**src/rtl/constant_block_server.sv**
```systemverilog
// rtl/constant_block_server.sv - serves a loaded NUM_BLOCKS x REGISTER_SIZE constant one block at a time
// Optional sticky protocol checking is enabled by defining CONSTANT_SERVER_ERROR_CHECK_EN.
module constant_block_server #(
  parameter int REGISTER_SIZE = 32,
  parameter int NUM_BLOCKS    = 128
) (
  input  logic                          clk_in,
  input  logic                          rst_in,
  input  logic                          load_valid_in,
  input  logic [REGISTER_SIZE-1:0]      load_block_in,
  output logic                          load_done_out,
  output logic                          ready_out,
  input  logic                          consumed_in,
  input  logic                          restart_in,
  output logic [REGISTER_SIZE-1:0]      block_out,
  output logic [$clog2(NUM_BLOCKS)-1:0] block_index_out,
  output logic                          wrap_out,
  output logic                          error_out
);

  localparam int IDX_W = $clog2(NUM_BLOCKS);
  localparam logic [IDX_W-1:0] LAST_IDX = IDX_W'(NUM_BLOCKS - 1);

  typedef enum logic [1:0] {EMPTY, LOADING, SERVING} state_t;

  state_t                   state;
  logic [IDX_W-1:0]         load_cnt;
  logic [IDX_W-1:0]         wr_addr;
  logic [IDX_W-1:0]         next_idx;
  logic [REGISTER_SIZE-1:0] mem [NUM_BLOCKS];

  // Any load beat outside LOADING starts a fresh load at block 0.
  always_comb begin
    wr_addr  = (state == LOADING) ? load_cnt : '0;
    next_idx = (block_index_out == LAST_IDX) ? '0 : block_index_out + IDX_W'(1);
  end

  always_ff @(posedge clk_in) begin
    if (load_valid_in) begin
      mem[wr_addr] <= load_block_in;
    end
  end

  always_ff @(posedge clk_in or negedge rst_in) begin
    if (!rst_in) begin
      state           <= EMPTY;
      load_cnt        <= '0;
      block_out       <= '0;
      block_index_out <= '0;
      ready_out       <= 1'b0;
      load_done_out   <= 1'b0;
      wrap_out        <= 1'b0;
    end else begin
      load_done_out <= 1'b0;
      wrap_out      <= 1'b0;
      case (state)
        EMPTY: begin
          if (load_valid_in) begin
            state    <= LOADING;
            load_cnt <= IDX_W'(1);
          end
        end
        LOADING: begin
          if (load_valid_in) begin
            if (load_cnt == LAST_IDX) begin
              // Block 0 was written at the start of the load, so it can be presented now.
              state           <= SERVING;
              load_cnt        <= '0;
              ready_out       <= 1'b1;
              load_done_out   <= 1'b1;
              block_index_out <= '0;
              block_out       <= mem[0];
            end else begin
              load_cnt <= load_cnt + IDX_W'(1);
            end
          end
        end
        SERVING: begin
          if (load_valid_in) begin
            state     <= LOADING;
            load_cnt  <= IDX_W'(1);
            ready_out <= 1'b0;
          end else if (restart_in) begin
            block_index_out <= '0;
            block_out       <= mem[0];
          end else if (consumed_in) begin
            block_index_out <= next_idx;
            block_out       <= mem[next_idx];
            wrap_out        <= (block_index_out == LAST_IDX);
          end
        end
        default: state <= EMPTY;
      endcase
    end
  end

`ifdef CONSTANT_SERVER_ERROR_CHECK_EN
  always_ff @(posedge clk_in or negedge rst_in) begin
    if (!rst_in) begin
      error_out <= 1'b0;
    end else if (consumed_in && ((state != SERVING) || load_valid_in)) begin
      error_out <= 1'b1;
    end
  end
`else
  assign error_out = 1'b0;
`endif

endmodule
```
**config.mk**
```make
export PLATFORM = sky130hd
export DESIGN_NAME = constant_block_server
export DESIGN_NICKNAME = d
export VERILOG_FILES = /design/src/rtl/constant_block_server.sv
export SDC_FILE = /design/constraint.sdc
export NUM_CORES = 2
export LEC_CHECK = 0
export CORE_UTILIZATION = 35
export DETAILED_ROUTE_END_ITERATION = 12
export SETUP_SLACK_MARGIN = 0.2
export SKIP_CTS_REPAIR_TIMING = 1
export SLEW_MARGIN = 25
export SYNTH_ARGS = -nofsm -noshare
export SYNTH_HDL_FRONTEND = slang
export SYNTH_SLANG_ARGS = --single-unit
```
**constraint.sdc**
```tcl
create_clock -name clk_in -period 5.4 [get_ports clk_in]
set_clock_uncertainty 0.2 [all_clocks]
set_input_delay 0.81 -clock clk_in [delete_from_list [all_inputs] [get_ports clk_in]]
set_output_delay 0.81 -clock clk_in [all_outputs]
set_load 0.1 [all_outputs]
```
==> impl_metrics.tcl <==
set metrics [dict create \
    ys.flop_type "edfxtp_1" \
    max_freq_mhz 179 \
    synthAdderAreaFrac_pct 0.0156 \
    arrival_ns 6.26 \
    io_pins 80 \
    yosysWarnings 0 \
    start_util_pct 35.2 \
    critPathTopFamily "compound AO/OA/AOI/OAI gates" \
    synth.cell_area_um2 160000 \
    finalPower_mw 66.0 \
    htreeDepth 5 \
    r2r_slack_ns -0.17 \
    crit_slowest_cell "dfrtp_4" \
    ant_nets 0 \
    switchingPower_mw 14.2 \
    crit_required_ns 6.09 \
    via_count 92600 \
    comb_power_share_pct 2.4 \
    avgSynthCellArea_um2 20.0 \
    muxShareOfSynthArea_pct 12.9 \
    grt_pass1_wl_mm 803 \
    path_cells "ha_4 -> nand3_4 -> o21ai_4 -> buf_12 -> buf_12 -> mux4_2 -> nor2_2 -> o21ai_0 -> buf_4 -> nand4_1 -> o21ai_0 -> o32a_1" \
    outcome "finished, violations left" \
    hold_path_class "in -> async" \
    core_area_um2 454000 \
    finalCritPeriodShare_pct 103 \
    cp-end-kind "register" \
    layout-drive-gt1-share_pct 25.4 \
    synth-simple-area-share_pct 3.70 \
    cts-root-buf "clkbuf_16" \
    p_clk_share_pct 43.2 \
    insertion_delay_ns 1.05 \
    layout_commonest_cell "edfxtp_1" \
    cts_sinks 4147 \
    seqPwrFrac_pct 54.3 \
    tightest_slew_ns 1.22 \
    violations "setup timing" \
    gp_congestion 0.998 \
    grt_max_degree 129 \
    synth-seq-area-share_pct 77.7 \
    cts_tree "built" \
    syn_to_final_growth_pct 16.2 \
    dp_slack_ns -0.211 \
    worstSetupPathType "reg -> reg" \
    hold_viol 0 \
    worstPathMaxFanout 27 \
    drtIter0Drc 17300 \
    max_slew_margin_pct 18.7 \
    port_buffers 78 \
    maxCapViolCount 0 \
    die_w_um 678 \
    setup_ws_ns -0.173 \
    synth_top_family_by_area "multiplexers" \
    rsz0062_at_grt "true" \
    async_flop_share_pct 1.23 \
    clock_path_buffers 4 \
    p_per_area_nw_per_um2 355 \
    worst-path-buf-inv 3 \
    drv_slew 0 \
    die_h_um 678 \
    synth-xor-area-share_pct 0.0641 \
    min_period_ns 5.57 \
    avgRoutedWirePerCell_um 40.7 \
    die_area_um2 460000 \
    p_leak_nw 60.3 \
    clkTransAtPathRegs_ns 0.07 \
    synth.net_count 8030 \
    layoutNonFillerInstCount 15000 \
    vdd_drop_max_mv 0.270 \
    dp_hpwl_mm 382 \
    p_int_mw 51.8 \
    nets 8665 \
    placed_area_um2 172000 \
    rows 247 \
    synthDistinctLibCells 88 \
    ys_seq_elements 4147 \
    syn-instance-count 7991 \
    final_cell_mix "edfxtp_1 (4096), mux4_2 (796), nand2_1 (568)" \
    dp.cells 14200 \
    drt-pass1-iter-count 8 \
    slowest_delay_ns 0.69 \
    grt_pass1_vias 86800 \
    grtUsageTotal_pct 25.8 \
    vias_per_cell 6.18 \
    design_area_um2 186000 \
    grt.overflow.total 0 \
    route.detailed.drc 0 \
    routed_wl_mm 609 \
    start_kind "register" \
    synth-compound-area-share_pct 4.00 \
    synth_edf_count 4096 \
    netSwitchingFraction_pct 21.5 \
    numCtsBuffers 414 \
    setup_violations 1 \
    antenna_found_initial 77 \
]
-- final cells by class --
class,instances,area [um2]
Clock buffer,513,10900
Timing Repair Buffer,676,6300
Antenna cell,34,85.1
Inverter,10,37.5
Clock inverter,256,2380
Tap cell,5976,7480
Sequential cell,4147,124000
Fill cell,39600,268000
Multi-Input combinational cell,3377,34500
-- final timing paths --
kind	from	end	cells after the start
setup reg to reg	block_index_out[0]	block_out[13]	12
hold / removal	rst_in	block_index_out[5]	2
min in group clk_in	load_block_in[26]	mem[120][26]	1
setup / recovery	block_index_out[0]	block_out[13]	12
hold reg to reg	ready_out	ready_out	2
max in group asynchronous	rst_in	block_out[24]	3
-- synth_stat cells, types with 36 or more instances --
| cell | instances | share of area [%] |
|---|---|---|
| edfxtp_1 | 4096 | 77 |
| mux4_2 | 796 | 11 |
| nand2_1 | 578 | 1.4 |
| nor2_1 | 372 | 0.87 |
| mux2i_1 | 226 | 1.4 |
| clkbuf_1 | 207 | 0.49 |
| nand3_1 | 192 | 0.60 |
| a21oi_1 | 170 | 0.53 |
| o21ai_0 | 143 | 0.45 |
| o22ai_1 | 117 | 0.46 |
| buf_2 | 92 | 0.29 |
| nor3_1 | 83 | 0.26 |
| a22oi_1 | 67 | 0.31 |
| a31oi_1 | 57 | 0.22 |
| buf_6 | 51 | 0.36 |
| dfrtp_1 | 51 | 0.80 |
| buf_1 | 46 | 0.11 |
| a32oi_1 | 45 | 0.25 |
| buf_4 | 42 | 0.20 |
| nand4_1 | 39 | 0.15 |
| o221ai_1 | 38 | 0.21 |
| mux2_2 | 36 | 0.25 |
-- through the flow --
stage / hold WS (ns) / util [%] / TNS [ns]
after floorplan: 0.282 / - / 0
after global placement: 0.288 / 38.0 / -1.03
after detailed placement: 0.293 / 38.0 / -0.383
after CTS: -0.574 / 40.9 / -0.225
after global routing: 0.0231 / 41.0 / 0
final: 0.0149 / 41.0 / -0.173
-- logic make-up after synthesis --
family                     after synthesis
DFF                                   4147
and+or+nand+nor                       1374
muxes                                 1060
AOI/OAI and AO/OA                      930
buffers and inverters                  467
xor gates and xnor gates                10
adders and majority gates                2
other                                    1
-- metal layers --
layer	global-route usage [%]	up-vias	part of all wire, %
li1	-	34500	-
met1	34.1	49200	36
met2	37.9	7479	43
met3	8.18	1429	14
met4	14.1	48	6.8
met5	0	-	0.056
-- power groups by stage --
stage,clock [mW],sequential (mW),combinational (mW)
floorplan,0,36.4,0.361
global placement,0,36.5,1.49
detailed placement,0,36.5,1.54
CTS,28.7,35.8,1.54
global route,29.8,35.8,1.60
finish,28.5,35.8,1.60
-- worst register-to-register path, cell delays in order (launching register included) --
cell and delay (ns):
dfrtp_4 0.69, ha_4 0.31, nand3_4 0.16, o21ai_4 0.48, buf_12 0.21, buf_12 0.26
mux4_2 0.61, nor2_2 0.44, o21ai_0 0.50, buf_4 0.30, nand4_1 0.36, o21ai_0 0.48
o32a_1 0.46
-- sequential cells by signal, indices dropped and copies added (netlist names) --
register         cells
state                2
load_done_out        1
block_out           32
load_cnt             7
mem               4096
ready_out            1
block_index_out      7
wrap_out             1
Note: power is estimated with default switching activity, not from simulation.
